<file path="config.mk">
export PLATFORM = sky130hd
export DESIGN_NAME = kernal_pos_traverse_gen_flat
export DESIGN_NICKNAME = d
export VERILOG_FILES = /design/src/rtl/kernal_pos_traverse_gen_if.sv /design/src/rtl/kernal_pos_traverse_gen.sv /design/src/flat_wrapper.sv
export SDC_FILE = /design/constraint.sdc
export NUM_CORES = 1
export LEC_CHECK = 0
export ABC_AREA = 1
export CAP_MARGIN = 20
export CELL_PAD_IN_SITES_DETAIL_PLACEMENT = 1
export CELL_PAD_IN_SITES_GLOBAL_PLACEMENT = 1
export CORE_UTILIZATION = 43
export DETAILED_ROUTE_END_ITERATION = 8
export PLACE_DENSITY = 0.92
export SKIP_LAST_GASP = 1
export SYNTH_ARGS = -nofsm -noshare
export SYNTH_HDL_FRONTEND = slang
export SYNTH_SLANG_ARGS = --single-unit
export TNS_END_PERCENT = 20
</file>
<file path="constraint.sdc">
create_clock -name aclk -period 11.6 [get_ports aclk]
set_input_delay 2.32 -clock aclk [delete_from_list [all_inputs] [get_ports aclk]]
set_output_delay 2.32 -clock aclk [all_outputs]
set_load 0.005 [all_outputs]
</file>
<file path="src/rtl/kernal_pos_traverse_gen_if.sv">
// Point stream between the kernel walker and the address generators.
// Master drives points; slave returns m_pt_ready.
interface kernal_pos_traverse_gen_if #(
    parameter int COORD_WIDTH    = 8,
    parameter int PASS_CNT_WIDTH = 16
);
    logic                      m_pt_valid;
    logic                      m_pt_ready;
    logic [COORD_WIDTH-1:0]    kernal_logic_x;
    logic [COORD_WIDTH-1:0]    kernal_logic_y;
    logic [COORD_WIDTH-1:0]    kernal_phy_x;
    logic [COORD_WIDTH-1:0]    kernal_phy_y;
    logic                      kernal_pt_on_grid;
    logic                      kernal_last_in_row;
    logic                      kernal_last_in_kernal;
    logic [PASS_CNT_WIDTH-1:0] kernal_pass_cnt;

    modport master (
        output m_pt_valid,
        output kernal_logic_x,
        output kernal_logic_y,
        output kernal_phy_x,
        output kernal_phy_y,
        output kernal_pt_on_grid,
        output kernal_last_in_row,
        output kernal_last_in_kernal,
        output kernal_pass_cnt,
        input  m_pt_ready
    );

    modport slave (
        input  m_pt_valid,
        input  kernal_logic_x,
        input  kernal_logic_y,
        input  kernal_phy_x,
        input  kernal_phy_y,
        input  kernal_pt_on_grid,
        input  kernal_last_in_row,
        input  kernal_last_in_kernal,
        input  kernal_pass_cnt,
        output m_pt_ready
    );
endinterface

</file>
<file path="src/rtl/kernal_pos_traverse_gen.sv">
// Raster walker over the dilated kernel window with hole phase counters.
// KERNAL_POS_FLIP_EN adds kernal_flip_en for 180-degree rotated phy taps.
module kernal_pos_traverse_gen #(
    parameter int COORD_WIDTH    = 8,
    parameter int KSIZE_WIDTH    = 4,
    parameter int DLT_WIDTH      = 4,
    parameter int PASS_CNT_WIDTH = 16,
    parameter int SIM_DELAY      = 1
) (
    input  logic                   aclk,
    input  logic                   aresetn,
    input  logic                   aclken,
    input  logic [DLT_WIDTH-1:0]   kernal_dilation_hzt_n,
    input  logic [DLT_WIDTH-1:0]   kernal_dilation_vtc_n,
    input  logic [KSIZE_WIDTH-1:0] kernal_w,
    input  logic [KSIZE_WIDTH-1:0] kernal_h,
    input  logic                   skip_holes,
    input  logic                   rst_cvt,
`ifdef KERNAL_POS_FLIP_EN
    input  logic                   kernal_flip_en,
`endif
    kernal_pos_traverse_gen_if.master m_pt
);
    logic [COORD_WIDTH-1:0]    lx, ly, px, py;
    logic [COORD_WIDTH-1:0]    lx_n, ly_n, px_n, py_n;
    logic [COORD_WIDTH-1:0]    xstep, ystep, lxm, lym;
    logic [DLT_WIDTH-1:0]      hx, hy, hx_n, hy_n;
    logic [PASS_CNT_WIDTH-1:0] pcnt, pcnt_n;
    logic                      vld, adv, row_end, ker_end;

    // Behavioural-model delay only; registers here update at the edge.
    if (SIM_DELAY < 0) begin : g_sim_delay
    end

    assign xstep   = COORD_WIDTH'(kernal_dilation_hzt_n) + COORD_WIDTH'(1);
    assign ystep   = COORD_WIDTH'(kernal_dilation_vtc_n) + COORD_WIDTH'(1);
    assign lxm     = COORD_WIDTH'(kernal_w) * xstep;
    assign lym     = COORD_WIDTH'(kernal_h) * ystep;
    assign row_end = (lx == lxm);
    assign ker_end = row_end && (ly == lym);
    assign adv     = vld && m_pt.m_pt_ready;

    always_comb begin
        lx_n   = lx;
        ly_n   = ly;
        px_n   = px;
        py_n   = py;
        hx_n   = hx;
        hy_n   = hy;
        pcnt_n = pcnt;
        if (rst_cvt) begin
            lx_n   = '0;
            ly_n   = '0;
            px_n   = '0;
            py_n   = '0;
            hx_n   = '0;
            hy_n   = '0;
            pcnt_n = '0;
        end else if (adv) begin
            if (!row_end) begin
                if (skip_holes) begin
                    lx_n = lx + xstep;
                    px_n = px + COORD_WIDTH'(1);
                end else begin
                    lx_n = lx + COORD_WIDTH'(1);
                    if (hx == kernal_dilation_hzt_n) begin
                        hx_n = '0;
                        px_n = px + COORD_WIDTH'(1);
                    end else begin
                        hx_n = hx + DLT_WIDTH'(1);
                    end
                end
            end else begin
                lx_n = '0;
                px_n = '0;
                hx_n = '0;
                if (ker_end) begin
                    ly_n   = '0;
                    py_n   = '0;
                    hy_n   = '0;
                    pcnt_n = pcnt + PASS_CNT_WIDTH'(1);
                end else if (skip_holes) begin
                    ly_n = ly + ystep;
                    py_n = py + COORD_WIDTH'(1);
                end else begin
                    ly_n = ly + COORD_WIDTH'(1);
                    if (hy == kernal_dilation_vtc_n) begin
                        hy_n = '0;
                        py_n = py + COORD_WIDTH'(1);
                    end else begin
                        hy_n = hy + DLT_WIDTH'(1);
                    end
                end
            end
        end
    end

    always_ff @(posedge aclk or negedge aresetn) begin
        if (!aresetn) begin
            lx   <= '0;
            ly   <= '0;
            px   <= '0;
            py   <= '0;
            hx   <= '0;
            hy   <= '0;
            pcnt <= '0;
            vld  <= 1'b0;
        end else if (aclken) begin
            lx   <= lx_n;
            ly   <= ly_n;
            px   <= px_n;
            py   <= py_n;
            hx   <= hx_n;
            hy   <= hy_n;
            pcnt <= pcnt_n;
            vld  <= !rst_cvt;
        end
    end

`ifdef KERNAL_POS_FLIP_EN
    logic [COORD_WIDTH-1:0] fpx, fpy;

    // Mirror from next-state so the flipped taps keep coordinate latency.
    always_ff @(posedge aclk or negedge aresetn) begin
        if (!aresetn) begin
            fpx <= '0;
            fpy <= '0;
        end else if (aclken) begin
            fpx <= kernal_flip_en ? COORD_WIDTH'(kernal_w) - px_n : px_n;
            fpy <= kernal_flip_en ? COORD_WIDTH'(kernal_h) - py_n : py_n;
        end
    end

    assign m_pt.kernal_phy_x = fpx;
    assign m_pt.kernal_phy_y = fpy;
`else
    assign m_pt.kernal_phy_x = px;
    assign m_pt.kernal_phy_y = py;
`endif

    assign m_pt.m_pt_valid            = vld;
    assign m_pt.kernal_logic_x        = lx;
    assign m_pt.kernal_logic_y        = ly;
    assign m_pt.kernal_pt_on_grid     = (hx == '0) && (hy == '0);
    assign m_pt.kernal_last_in_row    = row_end;
    assign m_pt.kernal_last_in_kernal = ker_end;
    assign m_pt.kernal_pass_cnt       = pcnt;
endmodule

</file>
<file path="src/flat_wrapper.sv">
// flat-port wrapper written by rule: the top's interface ports become plain ports
module kernal_pos_traverse_gen_flat 
#(
    parameter int COORD_WIDTH    = 8,
    parameter int KSIZE_WIDTH    = 4,
    parameter int DLT_WIDTH      = 4,
    parameter int PASS_CNT_WIDTH = 16,
    parameter int SIM_DELAY      = 1
)
  (aclk, aresetn, aclken, kernal_dilation_hzt_n, kernal_dilation_vtc_n, kernal_w, kernal_h, skip_holes, rst_cvt, m_pt_m_pt_valid, m_pt_kernal_logic_x, m_pt_kernal_logic_y, m_pt_kernal_phy_x, m_pt_kernal_phy_y, m_pt_kernal_pt_on_grid, m_pt_kernal_last_in_row, m_pt_kernal_last_in_kernal, m_pt_kernal_pass_cnt, m_pt_m_pt_ready);
  kernal_pos_traverse_gen_if #(.COORD_WIDTH(COORD_WIDTH), .PASS_CNT_WIDTH(PASS_CNT_WIDTH)) m_pt_i ();
  input  logic aclk;
  input  logic aresetn;
  input  logic aclken;
  input  logic [DLT_WIDTH-1:0] kernal_dilation_hzt_n;
  input  logic [DLT_WIDTH-1:0] kernal_dilation_vtc_n;
  input  logic [KSIZE_WIDTH-1:0] kernal_w;
  input  logic [KSIZE_WIDTH-1:0] kernal_h;
  input  logic skip_holes;
  input  logic rst_cvt;
  output wire logic [$bits(m_pt_i.m_pt_valid)-1:0] m_pt_m_pt_valid;
  output wire logic [$bits(m_pt_i.kernal_logic_x)-1:0] m_pt_kernal_logic_x;
  output wire logic [$bits(m_pt_i.kernal_logic_y)-1:0] m_pt_kernal_logic_y;
  output wire logic [$bits(m_pt_i.kernal_phy_x)-1:0] m_pt_kernal_phy_x;
  output wire logic [$bits(m_pt_i.kernal_phy_y)-1:0] m_pt_kernal_phy_y;
  output wire logic [$bits(m_pt_i.kernal_pt_on_grid)-1:0] m_pt_kernal_pt_on_grid;
  output wire logic [$bits(m_pt_i.kernal_last_in_row)-1:0] m_pt_kernal_last_in_row;
  output wire logic [$bits(m_pt_i.kernal_last_in_kernal)-1:0] m_pt_kernal_last_in_kernal;
  output wire logic [$bits(m_pt_i.kernal_pass_cnt)-1:0] m_pt_kernal_pass_cnt;
  input wire logic [$bits(m_pt_i.m_pt_ready)-1:0] m_pt_m_pt_ready;
  assign m_pt_m_pt_valid = m_pt_i.m_pt_valid;
  assign m_pt_kernal_logic_x = m_pt_i.kernal_logic_x;
  assign m_pt_kernal_logic_y = m_pt_i.kernal_logic_y;
  assign m_pt_kernal_phy_x = m_pt_i.kernal_phy_x;
  assign m_pt_kernal_phy_y = m_pt_i.kernal_phy_y;
  assign m_pt_kernal_pt_on_grid = m_pt_i.kernal_pt_on_grid;
  assign m_pt_kernal_last_in_row = m_pt_i.kernal_last_in_row;
  assign m_pt_kernal_last_in_kernal = m_pt_i.kernal_last_in_kernal;
  assign m_pt_kernal_pass_cnt = m_pt_i.kernal_pass_cnt;
  assign m_pt_i.m_pt_ready = m_pt_m_pt_ready;
  kernal_pos_traverse_gen #(.COORD_WIDTH(COORD_WIDTH), .KSIZE_WIDTH(KSIZE_WIDTH), .DLT_WIDTH(DLT_WIDTH), .PASS_CNT_WIDTH(PASS_CNT_WIDTH), .SIM_DELAY(SIM_DELAY)) u_core (.aclk(aclk), .aresetn(aresetn), .aclken(aclken), .kernal_dilation_hzt_n(kernal_dilation_hzt_n), .kernal_dilation_vtc_n(kernal_dilation_vtc_n), .kernal_w(kernal_w), .kernal_h(kernal_h), .skip_holes(skip_holes), .rst_cvt(rst_cvt), .m_pt(m_pt_i));
endmodule
</file>
==> summary.md, run 1 <==
| Metric | Value |
|---|---|
| Reg2reg end | `u_core.m_pt.kernal_pass_cnt[11]` |
| Min Tclk post-route | `9.25 ns` |
| GRT Util Overall | `27.4%` |
| Clk_skew | `0.00733 ns` |
| Fraction of registers with async set/reset | `100%` |
| Rel. slew slack | `46.2%` |
| Hold Startpoint | `u_core.m_pt.m_pt_valid` |
| Kind of critical path | `in -> out` |
| Die H | `112 um` |
| H-tree levels | `3` |
| CP max stage delay | `0.62 ns` |
| Maximum vdd drop | `0.0647 mV` |
| Period utilisation layout | `79.7%` |
| CP required | `9.28 ns` |
| DP HPWL | `12300 um` |
| Crit path cell chain | `clkdlybuf4s50_1 > ha_1 > xor2_1 > nand2_1 > fa_1 > fa_1 > inv_1 > fa_1 > inv_1 > nand2_1 > nand2_1 > nand2_1 > nand2_1 > nand3_2 > nor2_4 > nand3_2 > nor2_1 > clkdlybuf4s50_1` |
| Reg2reg path depth | `13` |
| Clock transition at the registers of the reported paths | `0.06 ns` |
| Routed len/inst | `16.7 um` |
| Dpl cells | `958` |
| Crit path capture type | `primary output` |
| Nets | `903` |
| Setup bufs post-CTS | `0` |
| # hold bufs at CTS | `0` |
| Layout cell share with drive strength beyond 1 | `6.38%` |
| Max FO, Critical Path | `7` |
| First-pass GRT wire length | `27500 um` |
| Synth cell types | `36` |
| DIE AREA | `12600 um2` |
| Vias | `5166` |
| Overflow after GRT | `0` |
| Worst R2R Setup Slack | `9.24 ns` |
| 1st-pass router iterations | `6` |
| Flops & latches, synth | `57` |
| Top Ports | `74` |
| Worst r2r src | `u_core.m_pt.kernal_logic_x[6]` |
| Failing checks | `design-rule violations` |
| Sum Neg Setup Slack | `0 ns` |
| Ant diodes | `0` |
| Worst path arrival time | `6.93 ns` |
| Initial DRC Count | `204` |
| Worst-margin pin slew | `0.806 ns` |
| Cts repair resizes | `0` |
| Top_reg_cell synth | `dfrtp_1` |
| Number of hold violations in the final report | `0` |
| Finished Layout Cells | `974` |
| DRT antenna net count | `0` |
| CTS Buf Count | `9` |
| Min-Delay Endpoint | `u_core.m_pt.m_pt_valid` |
| DRC viols | `3` |
| Final setup violation count | `0` |
| Critical path's slowest cell | `clkdlybuf4s50_1` |
| Gpl congestion | `0.887` |
| Syn Inst Count | `749` |
| Mapped Area | `5230 um2` |
| Setup crit start kind | `input pin` |
| CTS sink cnt | `57` |
| Antenna violations before repair | `0` |
| Syn. warnings | `0` |
| Root buffer cell | `clkbuf_16` |
| Wirelength, routed | `16300 um` |
| Row cnt | `39` |
| Max_cap viols | `0` |
| Vias per cell | `5.30` |
| Min-Delay Path Depth | `2` |
| Starting Density | `45.1%` |
| Power per Cell Area | `127 nW/um2` |
| Post-synthesis sequential area ratio | `27.3%` |
| F_max | `0.108 GHz` |
| Syn avg cell area | `6.99 um2` |
| Layout area overhead | `22.1%` |
| RSZ-0062 raised after global routing | `no` |
| Syn Nets | `826` |
| Vias in the first global route | `5767` |
| Cell family with most CP delay | `adder cells` |
| Worst hold path class | `reg -> reg` |
| Outcome | `finished, violations left` |
| CTS tree | `done` |
| Max-slew violations | `0` |
| Leakage | `0.00329 uW` |
| PortBufs | `73` |
| Critical path buffers and inverters | `4` |
| Max clock buf depth | `2` |
| Largest net degree at the start of global routing | `58` |
| Area of the core | `11600 um2` |
| Die Width | `112 um` |
| Number of flops mapped to enable cells by yosys | `0` |
| Clk Latency, worst-skew pair | `0.33 ns` |
| CP most frequent cell | `nand2_1` |
placed cells by master (no fill, tap or decap), drive strengths merged, types with 14 or more instances in the layout:
master	instances
nand2	243
inv	109
nor2	78
clkdlybuf4s50	72
nand3	63
dfrtp	57
ha	41
xor2	35
o21ai	34
a21oi	14
fa	14
per-layer routing:
layer | vias to the layer above | wire length [um] | share of wire [%] | track usage [%]
met5 | - | 0 | 0 | 0
met3 | 29 | 558 | 3.4 | 5.24
met1 | 2529 | 6900 | 42 | 32.1
met4 | 0 | 354 | 2.2 | 8.44
li1 | 2493 | - | - | -
met2 | 115 | 8460 | 52 | 50.3
registers in the layout (all words and copies together), names as in the netlist:
name                         cells
u_core.m_pt.kernal_phy_y         8
u_core.hy                        4
u_core.m_pt.kernal_pass_cnt     16
u_core.m_pt.kernal_logic_x       8
u_core.m_pt.m_pt_valid           1
u_core.m_pt.kernal_logic_y       8
u_core.m_pt.kernal_phy_x         8
u_core.hx                        4
tightest hold or removal path, stage by stage (launching register included):
cell and delay, ns:
dfrtp_1 0.37, nand2_1 0.06, o21ai_0 0.07
report_power, final:
| part | internal, uW | switching, uW |
|---|---|---|
| clock | 171 | 101 |
| combinational | 122 | 163 |
| sequential | 221 | 34.6 |
| total | 514 | 298 |
area by class of cell:
type,count,area (um2)
flip-flops and latches,57,1430
clock buffers,11,243
multi-input cells,570,3310
inverters,112,423
well taps,143,179
clock inverters,5,55.1
repair buffers,76,748
fillers,1527,5230
worst max-delay path by stage:
stage / start / end / slack, ns / cells past startpoint
after CTS: kernal_dilation_hzt_n[0] / m_pt_kernal_last_in_kernal / 2.34 / 18
after global placement: kernal_dilation_hzt_n[0] / m_pt_kernal_last_in_kernal / 2.55 / 15
final: kernal_dilation_hzt_n[0] / m_pt_kernal_last_in_kernal / 2.35 / 18
after floorplan: kernal_dilation_hzt_n[0] / m_pt_kernal_last_in_kernal / 4.02 / 13
after detailed placement: kernal_dilation_hzt_n[0] / m_pt_kernal_last_in_kernal / 2.41 / 18
after global routing: kernal_dilation_hzt_n[0] / m_pt_kernal_last_in_kernal / 2.01 / 18
synth_stat cells (2+ instances only):
cell type  count  share of area, %
clkinv_1       3              0.22
xnor2_1       13               2.2
xor2_1        35               5.9
buf_6          3              0.65
buf_2          4              0.38
o22ai_1        2              0.24
inv_2          7              0.50
nor2_1        74               5.3
inv_1        101               7.2
nand3b_1       4              0.57
o21ai_1       10              0.96
o21ai_2        5              0.84
nand2_4        5               1.1
nand4_1       11               1.3
o21ai_0       19               1.8
nand3_1       58               5.5
a21oi_1       14               1.3
or2_2          3              0.36
nand2_2        4              0.48
nand3_2        5              0.96
nand2_1      234                17
ha_1          41               9.8
nor3_1         9              0.86
dfrtp_1       57                27
fa_1          14               5.4
o31ai_1        3              0.43
nor2_2         2              0.24
cells by family after synthesis:
family          Yosys count  share of synthesized area, %
buf+inv                 122                          9.40
simple gates            414                          34.5
flops                    57                          27.3
xor+xnor                 48                          8.03
fa+ha+maj                55                          15.2
compound gates           53                          5.62
metrics by stage:
stage	worst slack, ns	cell area (um2)	util [%]	total power (uW)	hold slack [ns]
detailed placement	2.41	6090	52.4	539	0.534
global placement	2.55	6090	52.4	517	0.494
global route	2.01	6390	55.0	866	0.574
CTS	2.34	6390	55.0	817	0.548
finish	2.35	6390	55.0	813	0.540
floorplan	4.02	5230	-	428	0.496
Note: power is estimated with default switching activity, not from simulation.
==> run 2, diff against run 1 <==
--- a/config.mk
+++ b/config.mk
@@ -9,9 +9,9 @@
 export CAP_MARGIN = 20
 export CELL_PAD_IN_SITES_DETAIL_PLACEMENT = 1
 export CELL_PAD_IN_SITES_GLOBAL_PLACEMENT = 1
-export CORE_UTILIZATION = 43
+export CORE_UTILIZATION = 40
 export DETAILED_ROUTE_END_ITERATION = 8
-export PLACE_DENSITY = 0.92
+export PLACE_DENSITY = 0.87
 export SKIP_LAST_GASP = 1
 export SYNTH_ARGS = -nofsm -noshare
 export SYNTH_HDL_FRONTEND = slang
==> constraint.sdc (replaced) <==
create_clock -name aclk -period 9.5 [get_ports aclk]
set_input_delay 1.9 -clock aclk [delete_from_list [all_inputs] [get_ports aclk]]
set_output_delay 1.9 -clock aclk [all_outputs]
set_load 0.005 [all_outputs]
==> summary.md, run 2 (synthesis results as in run 1) <==
| Metric | Value |
|---|---|
| Final Util | `50.9% (was 55.0%)` |
| Area of the core | `12700 um2 (was 11600 um2)` |
| Min Tclk post-route | `8.37 ns` |
| Crit path launch | `kernal_dilation_vtc_n[0] (was kernal_dilation_hzt_n[0])` |
| Crit path capture type | `primary output (unchanged)` |
| CTS Buf Count | `9 (unchanged)` |
| Outcome | `complete, no violations (was finished, violations left)` |
| Ant diodes | `0 (unchanged)` |
| NetSw | `360 uW (was 298 uW)` |
| 1st-pass router iterations | `4 (was 6)` |
| Top Ports | `74 (unchanged)` |
| Setup ws final | `1.13 ns (was 2.35 ns)` |
| H-tree levels | `3 (unchanged)` |
| Sw Ratio | `35.4% (was 36.7%)` |
| Area post-placement | `6130 um2 (was 6090 um2)` |
| Clock transition at the registers of the reported paths | `0.05 ns (was 0.06 ns)` |
| Die H | `116 um (was 112 um)` |
| Logic gate share of total power | `34.1% (was 35.1%)` |
| Layout cell share with drive strength beyond 1 | `6.38% (unchanged)` |
| RSZ-0062 raised after global routing | `no (unchanged)` |
| Largest register FFs | `16 (unchanged)` |
| Worst-margin pin slew | `0.803 ns (was 0.806 ns)` |
| Pint | `655 uW (was 514 uW)` |
| DIE AREA | `13500 um2 (was 12600 um2)` |
| DP HPWL | `12400 um (was 12300 um)` |
| Number of hold violations in the final report | `0 (unchanged)` |
| Initial DRC Count | `268 (was 204)` |
| Dpl cells | `987 (was 958)` |
| Cell area after layout | `6450 um2 (was 6390 um2)` |
| Clk pwr share | `35.3% (was 33.5%)` |
| Sum Neg Setup Slack | `0 ns (unchanged)` |
| Setup WS pre-CTS | `1.18 ns (was 2.41 ns)` |
| Power per Cell Area | `157 nW/um2 (was 127 nW/um2)` |
| Max-slew violations | `0 (unchanged)` |
| Max clock buf depth | `2 (unchanged)` |
| GRT Util Overall | `26.6% (was 27.4%)` |
| First-pass GRT wire length | `27600 um (was 27500 um)` |
| Hold Startpoint | `u_core.m_pt.m_pt_valid (unchanged)` |
| DRC viols | `0 (was 3)` |
| Vias | `5154 (was 5166)` |
| Overflow after GRT | `0 (unchanged)` |
| Vias per cell | `5.14 (was 5.30)` |
| Reg power frac | `30.6% (was 31.4%)` |
| Setup bufs post-CTS | `0 (unchanged)` |
| Seq. cell area | `1430 um2 (unchanged)` |
| # hold bufs at CTS | `0 (unchanged)` |
| Kind of critical path | `in -> out (unchanged)` |
| Routed len/inst | `16.2 um (was 16.7 um)` |
| Period utilisation layout | `88.1%` |
| Setup crit start kind | `input pin (unchanged)` |
| Vias in the first global route | `5726 (was 5767)` |
| CTS sink cnt | `57 (unchanged)` |
| Worst path arrival time | `6.47 ns (was 6.93 ns)` |
| Leakage | `0.00331 uW (was 0.00329 uW)` |
| PortBufs | `73 (unchanged)` |
| Die Width | `116 um (was 112 um)` |
| Cts repair resizes | `0 (unchanged)` |
| Most common cell after layout, fill and taps aside | `nand2_1 (unchanged)` |
| Wirelength, routed | `16200 um (was 16300 um)` |
| Gpl congestion | `0.925 (was 0.887)` |
| CP required | `7.60 ns (was 9.28 ns)` |
| Commonest cells after routing, fill and taps aside | `nand2_1, inv_1, nor2_1 (unchanged)` |
| Largest net degree at the start of global routing | `58 (unchanged)` |
| Worst r2r src | `u_core.m_pt.kernal_logic_x[7] (was u_core.m_pt.kernal_logic_x[6])` |
| Finished Layout Cells | `1003 (was 974)` |
| DRT antenna net count | `0 (unchanged)` |
| Clk_skew | `0.0113 ns (was 0.00733 ns)` |
| Final setup violation count | `0 (unchanged)` |
| Area occupied by multi-input gates | `3310 um2 (unchanged)` |
| Fill count | `1684 (was 1527)` |
| Layout area overhead | `23.2% (was 22.1%)` |
| Maximum vdd drop | `0.0840 mV (was 0.0647 mV)` |
| Starting Density | `41.3% (was 45.1%)` |
| Antenna violations before repair | `0 (unchanged)` |
| Rel. slew slack | `46.5% (was 46.2%)` |
| Row cnt | `41 (was 39)` |
| Worst hold path class | `reg -> reg (unchanged)` |
| Root buffer cell | `clkbuf_16 (unchanged)` |
| CTS tree | `done (unchanged)` |
| Max_cap viols | `0 (unchanged)` |
| Clk Latency, worst-skew pair | `0.34 ns (was 0.33 ns)` |
| Nets | `903 (unchanged)` |
| Max FO, Critical Path | `8 (was 7)` |
| F_max | `0.119 GHz` |
run 2: changes by cell type in the layout (fill, tap and decap cells not counted), sizes merged:
cell,before,now
bufinv,1,2
clkinv,5,6
clkinvlp,2,0
run 2: cell type report:
| class | count | share of cell area, % |
|---|---|---|
| Multi-Input combinational cell | 570 | 51.4 |
| Sequential cell | 57 | 22.1 |
| Timing Repair Buffer | 76 | 11.6 |
| Inverter | 112 | 6.56 |
| Clock buffer | 11 | 3.76 |
| Tap cell | 172 | 3.34 |
| Clock inverter | 5 | 1.22 |
run 2: layer usage:
layer / GRT usage, % / vias up / wire [um]
met3: 5.35 / 27 / 629
li1: - / 2496 / -
met2: 47.4 / 95 / 8400
met4: 9.49 / 0 / 322
met5: 0 / - / 0
met1: 31.5 / 2536 / 6890
run 2: final timing paths:
kind | to | slack [ns] | cells after the start
max | m_pt_kernal_last_in_kernal | 1.13 | 17
max reg2reg | u_core.hy[0] | 7.20 | 15
max in group asynchronous | u_core.m_pt.kernal_logic_x[7] | 7.23 | 2
min reg2reg | u_core.m_pt.m_pt_valid | 0.55 | 2
min | u_core.m_pt.m_pt_valid | 0.55 | 2
min in group asynchronous | u_core.m_pt.kernal_logic_x[0] | 1.72 | 2
run 2: power groups by stage:
stage	Sequential (uW)	Clock (uW)	Combinational, uW
2_1_floorplan	305	0	218
3_3_place_gp	312	0	321
3_5_place_dp	315	0	342
4_1_cts	311	362	349
5_1_grt	316	372	395
6_report	311	358	346
run 2: stage by stage:
step	hold slack (ns)	total power [uW]
finish	0.554	1010
global route	0.602	1080
CTS	0.552	1020
detailed placement	0.535	656
global placement	0.511	633
floorplan	0.496	522
run 2: worst max-delay path, cell delays in order:
cell             delay (ns)
clkdlybuf4s50_1        0.66
ha_1                   0.28
xor2_1                 0.32
nand2_1                0.12
fa_1                   0.49
fa_1                   0.55
inv_1                  0.08
fa_1                   0.58
inv_1                  0.05
nand2_1                0.05
nand2_1                0.05
nor2_1                 0.10
nand3_1                0.11
nor3_1                 0.15
nand3_1                0.12
nor2_1                 0.29
clkdlybuf4s50_1        0.58
==> run 3, diff against run 2 <==
--- a/config.mk
+++ b/config.mk
@@ -6,13 +6,11 @@
 export NUM_CORES = 1
 export LEC_CHECK = 0
 export ABC_AREA = 1
-export CAP_MARGIN = 20
 export CELL_PAD_IN_SITES_DETAIL_PLACEMENT = 1
 export CELL_PAD_IN_SITES_GLOBAL_PLACEMENT = 1
 export CORE_UTILIZATION = 40
 export DETAILED_ROUTE_END_ITERATION = 8
 export PLACE_DENSITY = 0.87
-export SKIP_LAST_GASP = 1
 export SYNTH_ARGS = -nofsm -noshare
 export SYNTH_HDL_FRONTEND = slang
 export SYNTH_SLANG_ARGS = --single-unit
==> constraint.sdc (replaced) <==
create_clock -name aclk -period 9.3 [get_ports aclk]
set_input_delay 1.86 -clock aclk [delete_from_list [all_inputs] [get_ports aclk]]
set_output_delay 1.86 -clock aclk [all_outputs]
set_load 0.005 [all_outputs]
==> summary.md, run 3 (synthesis results as in run 1) <==
| Metric | Value |
|---|---|
| Outcome | `complete, no violations (unchanged)` |
| Worst-margin pin slew | `1.19 ns (was 0.803 ns)` |
| Worst hold path class | `reg -> reg (unchanged)` |
| Setup bufs post-CTS | `0 (unchanged)` |
| First-pass GRT wire length | `26900 um (was 27600 um)` |
| Routed len/inst | `15.8 um (was 16.2 um)` |
| Number of hold violations in the final report | `0 (unchanged)` |
| F_max | `0.120 GHz` |
| Crit path cell chain | `clkdlybuf4s50_1 > ha_1 > xor2_1 > nand2_1 > fa_1 > fa_1 > inv_1 > fa_1 > inv_1 > nand2_1 > nand2_1 > nor2_1 > nand3_1 > nor3_1 > nand3_1 > nor2_1 > clkdlybuf4s50_1 (unchanged)` |
| PortBufs | `73 (unchanged)` |
| Starting Density | `41.3% (unchanged)` |
| Crit path capture type | `primary output (unchanged)` |
| Logic gate share of total power | `36.0% (was 34.1%)` |
| Min Tclk post-route | `8.30 ns` |
| Power per Cell Area | `153 nW/um2 (was 157 nW/um2)` |
| Initial DRC Count | `198 (was 268)` |
| Reg2reg end | `u_core.hx[0] (was u_core.hy[0])` |
| Clk pwr share | `31.4% (was 35.3%)` |
| Cts repair resizes | `0 (unchanged)` |
| CP required | `7.44 ns (was 7.60 ns)` |
| Reg power frac | `32.6% (was 30.6%)` |
| Layout area overhead | `21.9% (was 23.2%)` |
| Leakage | `0.00327 uW (was 0.00331 uW)` |
| Die H | `116 um (unchanged)` |
| Vias in the first global route | `5578 (was 5726)` |
| 1st-pass router iterations | `4 (unchanged)` |
| # hold bufs at CTS | `0 (unchanged)` |
| Hold Slack | `0.531 ns (was 0.554 ns)` |
| Most common cell after layout, fill and taps aside | `nand2_1 (unchanged)` |
| Vias | `5124 (was 5154)` |
| CTS tree | `done (unchanged)` |
| DRC viols | `0 (unchanged)` |
| Antenna violations before repair | `0 (unchanged)` |
| Maximum vdd drop | `0.0771 mV (was 0.0840 mV)` |
| Row cnt | `41 (unchanged)` |
| CTS Buf Count | `9 (unchanged)` |
| DP HPWL | `12300 um (was 12400 um)` |
| Worst R2R Setup Slack | `6.54 ns (was 7.20 ns)` |
| Commonest cells after routing, fill and taps aside | `nand2_1, inv_1, nor2_1 (unchanged)` |
| Setup crit start kind | `input pin (unchanged)` |
| Rel. slew slack | `20.0% (was 46.5%)` |
| Vias per cell | `5.12 (was 5.14)` |
| RSZ-0062 raised after global routing | `no (unchanged)` |
| Clock transition at the registers of the reported paths | `0.05 ns (about the same)` |
| Critical path's slowest cell | `clkdlybuf4s50_1 (unchanged)` |
| Pint | `612 uW (was 655 uW)` |
| CTS sink cnt | `57 (unchanged)` |
| Hold Startpoint | `u_core.m_pt.m_pt_valid (unchanged)` |
| Ant diodes | `0 (unchanged)` |
| Min-Delay Path Depth | `2 (unchanged)` |
| Power Total | `974 uW (was 1010 uW)` |
| Die Width | `116 um (unchanged)` |
| Area post-placement | `6110 um2 (was 6130 um2)` |
| Setup ws final | `0.996 ns (was 1.13 ns)` |
| CP max stage delay | `0.63 ns (was 0.66 ns)` |
| NetSw | `362 uW (was 360 uW)` |
| Sw Ratio | `37.2% (was 35.4%)` |
| Cell family with most CP delay | `adder cells (unchanged)` |
| Overflow after GRT | `0 (unchanged)` |
| Kind of critical path | `in -> out (unchanged)` |
| Max FO, Critical Path | `8 (unchanged)` |
| Wirelength, routed | `15800 um (was 16200 um)` |
| Worst path arrival time | `6.44 ns (was 6.47 ns)` |
| Cell area after layout | `6380 um2 (was 6450 um2)` |
| Largest net degree at the start of global routing | `58 (unchanged)` |
| Max_cap viols | `0 (unchanged)` |
| Setup WS pre-CTS | `1.01 ns (was 1.18 ns)` |
| Nets | `901 (was 903)` |
| DIE AREA | `13500 um2 (unchanged)` |
| Area of the core | `12700 um2 (unchanged)` |
| Min-Delay Endpoint | `u_core.m_pt.m_pt_valid (unchanged)` |
| Sum Neg Setup Slack | `0 ns (unchanged)` |
| Final setup violation count | `0 (unchanged)` |
| Top Ports | `74 (unchanged)` |
| Worst r2r src | `u_core.m_pt.m_pt_valid (was u_core.m_pt.kernal_logic_x[7])` |
| Root buffer cell | `clkbuf_16 (unchanged)` |
| Period utilisation layout | `89.3%` |
| Layout cell share with drive strength beyond 1 | `5.92% (was 6.38%)` |
| GRT Util Overall | `25.8% (was 26.6%)` |
| Clk Latency, worst-skew pair | `0.35 ns (was 0.34 ns)` |
| H-tree levels | `3 (unchanged)` |
| Max clock buf depth | `2 (unchanged)` |
| Critical path buffers and inverters | `4 (unchanged)` |
| Max-slew violations | `0 (unchanged)` |
| Largest register FFs | `16 (unchanged)` |
| Gpl congestion | `0.926 (was 0.925)` |
| Clk_skew | `0.0103 ns (was 0.0113 ns)` |
| DRT antenna net count | `0 (unchanged)` |
| Reg2reg path depth | `7 (was 15)` |
## run 3: changes by cell type in the layout (fill, tap and decap cells not counted)
cell        before  now
buf_4            3    1
bufinv_16        2    0
clkbuf_1         1    2
clkinv_4         1    0
clkinvlp_4       0    1
## run 3: final cells by class
cell class / instances / area, um2
clock buffer: 12 / 246
clock inverter: 3 / 17.5
fill: 1693 / 6290
inverter: 112 / 423
multi-input combinational: 570 / 3310
sequential: 57 / 1430
tap: 172 / 215
timing repair buffer: 74 / 733
## run 3: worst register-to-register path: cells and delay by family, from the launching register on
family / cells / cell delay (ns)
and+or+nand+nor: 3 / 1.34
buffers and inverters: 1 / 0.64
DFF: 1 / 0.37
AOI/OAI and AO/OA: 3 / 0.28
## run 3: metal layers
metal	GRT usage (%)	vias up	part of all wire, %
met5	0	-	0
met4	10.0	0	2.1
met3	3.06	27	2.3
met2	46.6	83	51
met1	31.2	2520	44
li1	-	2494	-
## run 3: worst max-delay path by stage
stage                             startpoint                         end  slack [ns]  cells past startpoint
global route        kernal_dilation_hzt_n[0]  m_pt_kernal_last_in_kernal        0.71                     15
global placement    kernal_dilation_hzt_n[0]  m_pt_kernal_last_in_kernal        1.16                     15
finish              kernal_dilation_vtc_n[0]  m_pt_kernal_last_in_kernal         1.0                     17
floorplan           kernal_dilation_hzt_n[0]  m_pt_kernal_last_in_kernal        2.64                     13
detailed placement  kernal_dilation_hzt_n[0]  m_pt_kernal_last_in_kernal        1.01                     15
CTS                 kernal_dilation_hzt_n[0]  m_pt_kernal_last_in_kernal        0.97                     15
## run 3: stage by stage
stage,std cells,util (%)
after floorplan,749,-
after global placement,985,48.2
after detailed placement,985,48.2
after CTS,1000,50.3
after global routing,1000,50.3
final,1000,50.3
## run 3: power by group through the flow
stage	clock, uW	sequential, uW	combinational, uW
2_1_floorplan	0	311	222
3_3_place_gp	0	318	328
3_5_place_dp	0	321	351
4_1_cts	311	317	354
5_1_grt	320	321	401
6_report	306	317	351
